==> src/rtl/mem_bus_ctrl_pkg.sv <==
// Shared typedefs and defaults for the CPU memory-bus controller.
package mem_bus_ctrl_pkg;

   localparam int unsigned MBUS_AW      = 5;
   localparam int unsigned MBUS_DW      = 8;
   localparam int unsigned MBUS_TIMEOUT = 15;

   // Literals carry an MB_ prefix so they never clash with the controller's state_t.
   typedef enum logic [1:0] {
      MB_IDLE = 2'd0,
      MB_REQ  = 2'd1,
      MB_DONE = 2'd2,
      MB_HOLD = 2'd3
   } mbus_state_t;

   // Width of a counter that must be able to hold the value `timeout`.
   function automatic int unsigned mbus_cnt_w(input int unsigned timeout);
      return $clog2(timeout + 1);
   endfunction

endpackage

==> src/rtl/mem_bus_ctrl_timer.sv <==
// Bus wait counter: counts no-ack REQ cycles and flags the last allowed wait cycle.
module mem_bus_ctrl_timer
   import mem_bus_ctrl_pkg::*;
#(
   parameter int unsigned TIMEOUT = MBUS_TIMEOUT
) (
   input  logic clk_i,
   input  logic rst_i,
   input  logic clr_i,
   input  logic inc_i,
   output logic at_limit_o
);

   localparam int unsigned CntW = mbus_cnt_w(TIMEOUT);
   localparam logic [CntW-1:0] LastWait = CntW'(TIMEOUT - 1);

   logic [CntW-1:0] cnt_q, cnt_d;

   // A no-ack cycle seen while the count sits here is the TIMEOUT-th wait.
   assign at_limit_o = (cnt_q == LastWait);

   // Next count: clear outside REQ, otherwise advance on every unacknowledged cycle.
   always_comb begin
      cnt_d = cnt_q;
      if (clr_i) begin
         cnt_d = '0;
      end else if (inc_i) begin
         cnt_d = cnt_q + 1'b1;
      end
   end

   // Counter register with synchronous reset.
   always_ff @(posedge clk_i) begin
      if (rst_i) begin
         cnt_q <= '0;
      end else begin
         cnt_q <= cnt_d;
      end
   end

endmodule

==> src/rtl/mem_bus_ctrl.sv <==
// Memory-bus controller: turns each mem_rd/mem_wr strobe window into one req/ack
// transaction, stalls the CPU controller meanwhile, and guards the bus with a timeout.
// Optional: define MBUS_PERF_CNT_EN to add the saturating stall_cnt output.
module mem_bus_ctrl
   import mem_bus_ctrl_pkg::*;
#(
   parameter int unsigned AW      = MBUS_AW,
   parameter int unsigned DW      = MBUS_DW,
   parameter int unsigned TIMEOUT = MBUS_TIMEOUT
) (
   input  logic          clk,
   input  logic          rst,
   input  logic          mem_rd,
   input  logic          mem_wr,
   input  logic [AW-1:0] addr,
   input  logic [DW-1:0] wdata,
   output logic [DW-1:0] rdata,
   output logic          rdata_valid,
   output logic          stall,
   output logic          err,
   output logic          bus_req,
   output logic          bus_we,
   output logic [AW-1:0] bus_addr,
   output logic [DW-1:0] bus_wdata,
   input  logic          bus_ack,
   input  logic [DW-1:0] bus_rdata
`ifdef MBUS_PERF_CNT_EN
   ,
   output logic [15:0]   stall_cnt
`endif
);

   mbus_state_t   state_q, state_d;
   logic          bus_we_q, bus_we_d;
   logic [AW-1:0] bus_addr_q, bus_addr_d;
   logic [DW-1:0] bus_wdata_q, bus_wdata_d;
   logic [DW-1:0] rdata_q, rdata_d;
   logic          rdata_valid_q, rdata_valid_d;
   logic          err_q, err_d;
   logic          strobe;
   logic          tmr_clr, tmr_inc, tmr_at_limit;

   assign strobe  = mem_rd | mem_wr;
   assign tmr_clr = (state_q != MB_REQ);
   assign tmr_inc = (state_q == MB_REQ) && !bus_ack;

   mem_bus_ctrl_timer #(
      .TIMEOUT (TIMEOUT)
   ) u_timer (
      .clk_i      (clk),
      .rst_i      (rst),
      .clr_i      (tmr_clr),
      .inc_i      (tmr_inc),
      .at_limit_o (tmr_at_limit)
   );

   // Next-state and output decode; every target gets a default first.
   always_comb begin
      state_d       = state_q;
      bus_we_d      = bus_we_q;
      bus_addr_d    = bus_addr_q;
      bus_wdata_d   = bus_wdata_q;
      rdata_d       = rdata_q;
      rdata_valid_d = 1'b0;
      err_d         = err_q;
      stall         = 1'b0;
      bus_req       = 1'b0;
      unique case (state_q)
         MB_IDLE: begin
            if (strobe) begin
               // Freeze the controller in the same cycle the strobe appears.
               stall       = 1'b1;
               bus_addr_d  = addr;
               bus_wdata_d = wdata;
               bus_we_d    = mem_wr;
               if (mem_rd && mem_wr) begin
                  err_d = 1'b1;
               end
               state_d = MB_REQ;
            end
         end
         MB_REQ: begin
            stall   = 1'b1;
            bus_req = 1'b1;
            if (bus_ack) begin
               if (!bus_we_q) begin
                  rdata_d       = bus_rdata;
                  rdata_valid_d = 1'b1;
               end
               state_d = MB_DONE;
            end else if (tmr_at_limit) begin
               err_d   = 1'b1;
               state_d = MB_DONE;
            end
         end
         MB_DONE: begin
            // Strobe still high means the controller is mid-window: wait it out.
            state_d = strobe ? MB_HOLD : MB_IDLE;
         end
         MB_HOLD: begin
            if (!strobe) begin
               state_d = MB_IDLE;
            end
         end
         default: state_d = MB_IDLE;
      endcase
   end

   // State and datapath registers with synchronous reset.
   always_ff @(posedge clk) begin
      if (rst) begin
         state_q       <= MB_IDLE;
         bus_we_q      <= 1'b0;
         bus_addr_q    <= '0;
         bus_wdata_q   <= '0;
         rdata_q       <= '0;
         rdata_valid_q <= 1'b0;
         err_q         <= 1'b0;
      end else begin
         state_q       <= state_d;
         bus_we_q      <= bus_we_d;
         bus_addr_q    <= bus_addr_d;
         bus_wdata_q   <= bus_wdata_d;
         rdata_q       <= rdata_d;
         rdata_valid_q <= rdata_valid_d;
         err_q         <= err_d;
      end
   end

   assign rdata       = rdata_q;
   assign rdata_valid = rdata_valid_q;
   assign err         = err_q;
   assign bus_we      = bus_we_q;
   assign bus_addr    = bus_addr_q;
   assign bus_wdata   = bus_wdata_q;

`ifdef MBUS_PERF_CNT_EN
   logic [15:0] stall_cnt_q, stall_cnt_d;

   // Saturating count of stalled cycles.
   always_comb begin
      stall_cnt_d = stall_cnt_q;
      if (stall && (stall_cnt_q != 16'hFFFF)) begin
         stall_cnt_d = stall_cnt_q + 16'd1;
      end
   end

   // Stall counter register with synchronous reset.
   always_ff @(posedge clk) begin
      if (rst) begin
         stall_cnt_q <= '0;
      end else begin
         stall_cnt_q <= stall_cnt_d;
      end
   end

   assign stall_cnt = stall_cnt_q;
`endif

endmodule

==> config.mk <==
export PLATFORM = sky130hd
export DESIGN_NAME = mem_bus_ctrl
export DESIGN_NICKNAME = d
export VERILOG_FILES = /design/src/rtl/mem_bus_ctrl_pkg.sv /design/src/rtl/mem_bus_ctrl_timer.sv /design/src/rtl/mem_bus_ctrl.sv
export SDC_FILE = /design/constraint.sdc
export NUM_CORES = 1
export LEC_CHECK = 0
export BUFFER_PORTS_ARGS = -buffer_cell sky130_fd_sc_hd__buf_2
export CORE_MARGIN = 3
export CORE_UTILIZATION = 35
export CTS_CLUSTER_DIAMETER = 100
export DETAILED_ROUTE_END_ITERATION = 7
export GPL_ROUTABILITY_DRIVEN = 1
export GPL_TIMING_DRIVEN = 0
export HOLD_SLACK_MARGIN = 0.05
export PLACE_DENSITY_LB_ADDON = 0.12
export SLEW_MARGIN = 20
export SYNTH_ARGS = -nofsm -noshare
export SYNTH_HDL_FRONTEND = slang
export SYNTH_SLANG_ARGS = --single-unit
==> constraint.sdc <==
create_clock -name clk -period 1.8 [get_ports clk]
set_input_delay 0 -clock clk [delete_from_list [all_inputs] [get_ports clk]]
set_output_delay 0 -clock clk [all_outputs]
set_load 0.02 [all_outputs]
==> out/metrics.yaml, run 1 <==
status: "complete, no violations"
synth.avg_cell_area_um2: 8.82
row_count: 20
syn_nets: 164
relSlewSlack_pct: 70.7
chipWidth_um: 64.6
cts_tree: "built"
finalMaxSlewViolations: 0
worst-setup-path-type: "in2out"
synth_top_family_by_area: "simple AND/OR/NAND/NOR gates"
drtIter0Drc: 24
remaining_drc_errors: 0
cp.arrival_ns: 1.67
cp_slowest_stage_delay_ns: 0.54
track_usage_pct: 16.6
antenna_found_initial: 0
synthAdderAreaFrac_pct: 2.09
crit_path_end_kind: "primary output"
worstMarginPinSlew_ns: 0.440
syn-cell-area_um2: 1200
cts_buffers: 5
cp-start-kind: "input pin"
synthMuxAreaShare_pct: 7.51
post_drt_wl_per_cell_um: 12.2
initial_utilization_pct: 38.1
drive_gt1_share_pct: 29.5
cpLargestDelayFamily: "buffers and inverters"
viasPerCell: 4.82
synth-seq-cells: 30
grt_pass1_vias: 1258
cts.sinks: 30
synth_compound_gate_area_share_pct: 15.0
layout.nets: 244
syn_inst: 136
die_h_um: 64.6
grt_start_max_net_pins: 11
io_pins: 52
drtAntennaViolNets: 0
crit_buf_inv: 5
yosys.area.top_type_share_pct: 50.1
period_minus_slack_ns: 1.67
first_pass_iters: 4
synth_common_cells: "30 x dfxtp_1, 17 x nor2_1, 16 x a21oi_1, 15 x nand3_1, 14 x o21ai_0"
regToRegSetupSlack_ns: 0.16
synth_edf_count: 0
path_max_fanout: 10
htreeDepth: 2
hold_path_class: "in2reg"
cts_buffer_depth: 2
grt_pass1_wl_mm: 5.47
p_per_area_nw_per_um2: 796
maxCapViolations: 0
async_flop_share_pct: 0
core-area_um2: 3150
cp_slowest_cell: "dlygate4sd3_1"
synth_area_leaders: "dfxtp_1 50%, mux2i_1 7.5%, a21oi_1 6.7%"
clkTransAtPathRegs_ns: 0.09
grt_overflow: 0
vias: 1259
dp_hpwl_mm: 2.16
synth_xor_area_share_pct: 1.46
numPortBuffers: 49
ys_types: 24
rsz0062_at_grt: "no"
finalSetupViolations: 0
crit_required_ns: 1.80
leakage_nw: 0.811
yosysSeqAreaShare_pct: 50.1
antenna_cells: 0
wirelength_mm: 3.18
clk_latency_ns: 0.32
yosysWarnings: 0
ir_worst_vdd_v: 0.000505
final.setup_skew_ns: 0.00263
finish.utilization_pct: 57.1
fin_crit_sh_pct: 92.5
synth.largest_area_cell: "dfxtp_1"
ys.flop_type: "dfxtp_1"
place_congestion: 0.672
area_growth_pct: 50.2
synth-simple-area-share_pct: 18.4
hold_viol: 0
finalSetupTns_ns: 0
clk_root_buffer_cell: "clkbuf_4"
dieArea_um2: 4170
path_cells: "dlygate4sd3_1 -> buf_2 -> or2_2 -> clkbuf_1 -> buf_2 -> nor2_1 -> nor2_1 -> buf_2"
cpMostUsedCell: "buf_2"
p_total_mw: 1.43
yosysMostFrequentCell: "dfxtp_1"
fmax_mhz: 601
==> layout make-up <==
type | instances | area (um2)
multi-input cells | 91 | 533
inverters | 4 | 15.0
fillers | 305 | 1350
well taps | 44 | 55.1
flip-flops and latches | 30 | 601
clock buffers | 7 | 55.1
clock inverters | 1 | 5.00
plain buffers | 11 | 52.6
repair buffers | 73 | 485
==> state kept, by name, indices dropped and copies added (netlist names) <==
| name | count |
|---|---|
| bus_addr | 5 |
| bus_wdata | 8 |
| bus_we | 1 |
| err | 1 |
| rdata | 8 |
| rdata_valid | 1 |
| state_q | 2 |
| u_timer.cnt_q | 4 |
==> placed cells by master, fill, tap and decap left out, types with 3 or more instances in the layout <==
cell	instances
o21ai_0	14
clkbuf_1	8
inv_1	4
mux2i_1	9
clkbuf_4	5
buf_2	52
nand3_1	15
dfxtp_1	30
nor2_1	17
dlygate4sd3_1	24
a21oi_1	16
or2_2	3
==> routing by layer <==
| metal | GRT usage (%) | wire [um] | vias to the layer above |
|---|---|---|---|
| met1 | 19.1 | 1310 | 573 |
| met2 | 29.4 | 1620 | 48 |
| met3 | 4.16 | 222 | 5 |
| met4 | 6.33 | 33 | 0 |
| li1 | - | - | 633 |
| met5 | 0 | 0 | - |
==> per-stage QoR <==
step | worst slack, ns | cells | cell area [um2] | hold WS [ns]
2_1_floorplan | 0.348 | 136 | 1200 | 0.140
3_3_place_gp | 0.306 | 229 | 1500 | 0.204
3_5_place_dp | 0.249 | 229 | 1500 | 0.204
4_1_cts | 0.0449 | 261 | 1800 | 0.0707
5_1_grt | 0.0229 | 261 | 1800 | 0.0930
6_report | 0.135 | 261 | 1800 | 0.0847
==> final timing paths <==
check / from / endpoint / cells past startpoint
worst max-delay path: mem_wr / stall / 8
worst min-delay path: bus_ack / rdata_valid$_SDFF_PP0_ / 2
worst max register to register: state_q[1]$_SDFFE_PP0P_ / bus_wdata[7]$_SDFFE_PP0P_ / 4
worst min register to register: bus_addr[3]$_SDFFE_PP0P_ / bus_addr[3]$_SDFFE_PP0P_ / 2
==> cells by family after synthesis <==
| logic type | Yosys count |
|---|---|
| buf+inv | 15 |
| mux | 9 |
| flops | 30 |
| fa+ha+maj | 2 |
| xor+xnor | 2 |
| simple gates | 44 |
| compound gates | 34 |
==> power breakdown <==
| group | internal (mW) | switching (mW) |
|---|---|---|
| combinational | 0.133 | 0.163 |
| clock | 0.189 | 0.223 |
| sequential | 0.704 | 0.0239 |
==> repair_timing <==
item / 4_1_cts / 5_1_grt
hold endpoints to repair: 25 / 0
hold buffers: 24 / 0
gates resized for setup: 0 / 3
endpoints found under the setup margin: 0 / 1
buffers inserted: 0 / 0
Note: power is estimated with default switching activity, not from simulation.
==> inputs of run 2 (changes only) <==
--- a/config.mk
+++ b/config.mk
@@ -13,7 +13,7 @@
 export GPL_ROUTABILITY_DRIVEN = 1
 export GPL_TIMING_DRIVEN = 0
 export HOLD_SLACK_MARGIN = 0.05
-export PLACE_DENSITY_LB_ADDON = 0.12
+export PLACE_DENSITY = 0.7
 export SLEW_MARGIN = 20
 export SYNTH_ARGS = -nofsm -noshare
 export SYNTH_HDL_FRONTEND = slang
==> constraint.sdc (replaced) <==
create_clock -name clk -period 1.8 [get_ports clk]
set_input_delay 0.27 -clock clk [delete_from_list [all_inputs] [get_ports clk]]
set_output_delay 0.27 -clock clk [all_outputs]
set_load 0.02 [all_outputs]
==> out/metrics.yaml, run 2 (same netlist as run 1, synthesis figures left out) <==
fin_crit_sh_pct: 93.6
relSlewSlack_pct: 70.4
final.setup_skew_ns: 0.00956
cp.arrival_ns: 1.41
finalSetupTns_ns: 0
chipWidth_um: 64.6
track_usage_pct: 13.9
viasPerCell: 4.78
pre_cts_ws_ns: 0.0279
initial_utilization_pct: 38.1
cp_slowest_stage_delay_ns: 0.29
maxCapViolations: 0
grt_pass1_wl_mm: 4.47
core-area_um2: 3150
crit_path_end_kind: "primary output"
regToRegSetupSlack_ns: 0.25
grt_start_max_net_pins: 11
antenna_cells: 0
clk_latency_ns: 0.32
path_max_fanout: 10
fmax_mhz: 594
holdBufCountCts: 0
clkTransAtPathRegs_ns: 0.09
final_common_cell: "buf_2"
multi_input_area_um2: 533
cp_slowest_cell: "or2_2"
vias: 1127
final_area_um2: 1580
post_drt_wl_per_cell_um: 11.9
hold_end: "bus_addr[2]$_SDFFE_PP0P_"
grt_pass1_vias: 996
final_cell_mix: "51 x buf_2, 30 x dfxtp_1, 17 x nor2_1, 16 x a21oi_1, 15 x nand3_1"
dieArea_um2: 4170
p_total_mw: 1.51
htreeDepth: 2
area_growth_pct: 31.9
path_cells: "buf_2 -> or2_2 -> clkbuf_1 -> clkbuf_2 -> nor2_1 -> nor2_1 -> buf_2"
drive_gt1_share_pct: 33.3
hold_depth: 2
cts_buffers: 5
regArea_um2: 601
row_count: 20
final_cell_count_no_fill: 236
drtIter0Drc: 32
crit_required_ns: 1.53
antenna_found_initial: 0
dp_cells: 229
worst-setup-path-type: "in2out"
place_congestion: 0.773
grt_overflow: 0
placed_area_um2: 1500
finalWorstSetupSlack_ns: 0.115
clk_root_buffer_cell: "clkbuf_4"
first_pass_iters: 4
wirelength_mm: 2.80
ir_worst_vdd_v: 0.000490
dp_hpwl_mm: 2.05
hold_viol: 0
numPortBuffers: 49
worstMarginPinSlew_ns: 0.444
cp-start-kind: "input pin"
p_per_area_nw_per_um2: 955
r2r-start: "state_q[0]$_SDFFE_PP0P_"
finalSetupViolations: 0
leakage_nw: 0.719
finalMaxSlewViolations: 0
cts_tree: "built"
rsz0062_at_grt: "no"
io_pins: 52
die_h_um: 64.6
remaining_drc_errors: 0
r2r-end: "u_timer.cnt_q[3]$_SDFFE_PP0P_"
hold_path_class: "in2reg"
drtAntennaViolNets: 0
finish.utilization_pct: 50.2
layout.nets: 220
cts.sinks: 30
holdWs_ns: 0.143
hold_start: "rst"
r2r_cells: 4
startpoint: "mem_wr"
fill_cells: 321
cts_buffer_depth: 2
status: "complete, no violations"
period_minus_slack_ns: 1.68
## run 2: power by group
part | leakage (nW) | total (mW) | switching (mW) | internal [mW]
Clock | 0.0443 | 0.534 | 0.211 | 0.323
Combinational | 0.429 | 0.251 | 0.153 | 0.0983
Sequential | 0.246 | 0.727 | 0.0236 | 0.704
Total | 0.719 | 1.51 | 0.387 | 1.13
## run 2: worst max-delay path, delay by kind of cell
kind / cells / cell delay [ns]
AND/OR/NAND/NOR: 3 / 0.46
buffers and inverters: 4 / 0.67
## run 2: final cells by class
class / count / area share (%)
Multi-Input combinational cell: 91 / 33.7
Inverter: 4 / 0.949
Tap cell: 44 / 3.48
Clock buffer: 6 / 3.24
Clock inverter: 1 / 1.90
Timing Repair Buffer: 49 / 15.5
Sequential cell: 30 / 37.9
Buffer: 11 / 3.32
## run 2: what timing repair did
action	4_1_cts	5_1_grt
buffers inserted	0	0
endpoints found under the setup margin	0	1
resized for setup	0	2
## run 2: how the worst max path moves through the flow
stage | to | cells after the start | slack (ns)
after floorplan | u_timer.cnt_q[3]$_SDFFE_PP0P_ | 5 | 0.33
after global placement | stall | 7 | 0.06
after detailed placement | stall | 7 | 0.03
after CTS | stall | 7 | 0.02
after global routing | stall | 7 | 0.04
final | stall | 7 | 0.12
## run 2: routing by layer
| layer | track usage (%) | part of all wire [%] |
|---|---|---|
| met2 | 21.0 | 45 |
| met4 | 3.96 | 1.0 |
| met3 | 8.32 | 11 |
| met1 | 16.6 | 43 |
| met5 | 0 | 0 |
==> inputs of run 3 (changes only) <==
--- a/config.mk
+++ b/config.mk
@@ -9,6 +9,7 @@
 export CORE_MARGIN = 3
 export CORE_UTILIZATION = 35
 export CTS_CLUSTER_DIAMETER = 100
+export CTS_CLUSTER_SIZE = 25
 export DETAILED_ROUTE_END_ITERATION = 7
 export GPL_ROUTABILITY_DRIVEN = 1
 export GPL_TIMING_DRIVEN = 0
@@ -17,4 +18,5 @@
 export SLEW_MARGIN = 20
 export SYNTH_ARGS = -nofsm -noshare
 export SYNTH_HDL_FRONTEND = slang
+export SYNTH_HIERARCHICAL = 1
 export SYNTH_SLANG_ARGS = --single-unit
==> out/metrics.yaml, run 3 <==
dp_hpwl_mm: 2.06
async_flop_share_pct: 0
drtIter0Drc: 94
cts_buffer_depth: 2
numPortBuffers: 51
io_pins: 52
core-area_um2: 3180
relSlewSlack_pct: 69.2
track_usage_pct: 13.9
hold_path_class: "in2reg"
antenna_found_initial: 0
p_per_area_nw_per_um2: 857
synth_edf_count: 0
postCtsSetupBuffers: 0
clkTransAtPathRegs_ns: 0.08
status: "complete, no violations"
worst-setup-path-type: "in2out"
htreeDepth: 2
syn_nets: 171
synth.largest_area_cell: "dfxtp_1"
dieArea_um2: 4200
final_cell_mix: "53 x buf_2, 30 x dfxtp_1, 25 x a21oi_1, 20 x nand2_1, 13 x nand3_1"
cts_tree: "built"
maxCapViolations: 0
drive_gt1_share_pct: 34.3
finalSetupTns_ns: 0
row_count: 20
yosysMostFrequentCell: "dfxtp_1"
synth-seq-cells: 30
clk_latency_ns: 0.32
synth_xor_area_share_pct: 0.723
ir_worst_vdd_v: 0.000378
grt_pass1_vias: 1036
clk_root_buffer_cell: "clkbuf_4"
finalWorstSetupSlack_ns: 0.298
finalSetupViolations: 0
crit_path_end_kind: "primary output"
ys_types: 32
area_growth_pct: 29.8
grt_start_max_net_pins: 11
antenna_cells: 0
synth_compound_gate_area_share_pct: 18.5
grt_overflow: 0
rsz0062_at_grt: "no"
leakage_nw: 0.708
synth.avg_cell_area_um2: 8.47
finish.utilization_pct: 49.4
ys.flop_type: "dfxtp_1"
drtAntennaViolNets: 0
worstMarginPinSlew_ns: 0.460
final_common_cell: "buf_2"
viasPerCell: 4.64
place_congestion: 0.764
synthMuxAreaShare_pct: 0.930
synth_area_leaders: "dfxtp_1 50%, a21oi_1 10%, nand2_1 6.2%"
hold_viol: 0
syn_inst: 143
wirelength_mm: 2.75
synthAdderAreaFrac_pct: 2.07
post_drt_wl_per_cell_um: 11.2
die_h_um: 64.8
remaining_drc_errors: 0
period_minus_slack_ns: 1.50
pre_cts_ws_ns: 0.0234
p_total_mw: 1.35
fmax_mhz: 666
final.setup_skew_ns: 0.00176
finalMaxSlewViolations: 0
first_pass_iters: 4
cts_buffers: 5
yosysSeqAreaShare_pct: 49.6
initial_utilization_pct: 38.1
yosysWarnings: 6
path_max_fanout: 10
vias: 1137
cp-start-kind: "input pin"
holdWs_ns: 0.177
synth-simple-area-share_pct: 22.3
cts.sinks: 30
grt_pass1_wl_mm: 4.57
layout.nets: 229
synth_common_cells: "30 x dfxtp_1, 25 x a21oi_1, 20 x nand2_1, 13 x nand3_1, 11 x o21ai_0"
yosys.area.top_type_share_pct: 49.6
fin_crit_sh_pct: 83.5
cp.arrival_ns: 1.23
synth_top_family_by_area: "simple AND/OR/NAND/NOR gates"
crit_required_ns: 1.53
syn-cell-area_um2: 1210
chipWidth_um: 64.8
fill_cells: 331
-- run 3: cell types whose count changed after synthesis, sizes merged, moves of 3 or more --
cell,before,now
buf,3,6
nand2,2,20
nor2,17,7
mux2i,9,0
clkbuf,8,4
a21oi,16,25
-- run 3: path summary, 6_finish.rpt --
path | startpoint | to | slack (ns) | cells after the start
worst min-delay path | bus_rdata[7] | rdata[7]$_SDFFE_PP0P_ | 0.18 | 3
worst max register to register | state_q[0]$_SDFFE_PP0P_ | u_timer/cnt_q[3]$_SDFFE_PP0P_ | 0.30 | 3
worst min register to register | rdata[7]$_SDFFE_PP0P_ | rdata[7]$_SDFFE_PP0P_ | 0.46 | 2
worst max-delay path | mem_wr | stall | 0.30 | 7
-- run 3: what timing repair did --
action	4_1_cts	5_1_grt
hold buffers	0	0
endpoints found under the hold margin	0	0
setup endpoints to repair	1	0
gates resized for setup	1	0
-- run 3: through the flow --
| stage | std cells | instance area, um2 |
|---|---|---|
| 3_3_place_gp | 238 | 1520 |
| 6_report | 245 | 1570 |
| 4_1_cts | 245 | 1570 |
| 3_5_place_dp | 238 | 1520 |
| 2_1_floorplan | 143 | 1210 |
| 5_1_grt | 245 | 1570 |
-- run 3: report_power, final --
group	internal, mW	switching, mW	total [mW]
registers	0.703	0.0241	0.727
logic	0.106	0.156	0.262
clock network	0.147	0.211	0.358
total	0.956	0.391	1.35
-- run 3: area by class of cell --
class | count | area [um2] | share of cell area (%)
multi-input cells | 100 | 544 | 34.6
clock buffers | 7 | 45.0 | 2.87
inverters | 3 | 11.3 | 0.717
well taps | 44 | 55.1 | 3.50
plain buffers | 10 | 60.1 | 3.82
repair buffers | 51 | 255 | 16.2
flip-flops and latches | 30 | 601 | 38.2
-- run 3: cell families after synthesis --
family | count (synthesis)
adder cells (fa/ha/maj) | 2
flip-flops | 30
AO/OA/AOI/OAI | 43
AND/OR/NAND/NOR | 53
buffers and inverters | 13
multiplexers | 1
XOR/XNOR | 1
-- run 3: routing by layer --
metal	routed length, um	up-vias	GRT usage (%)
li1	-	611	-
met1	1320	476	17.8
met2	1100	44	20.4
met3	298	6	6.41
met4	41	0	4.75
met5	0	-	0
-- run 3: worst max-delay path: stages --
cell	delay [ns]
buf_2	0.12
or2_1	0.22
clkbuf_2	0.15
buf_4	0.18
nor2_1	0.09
nor2_1	0.04
buf_2	0.16
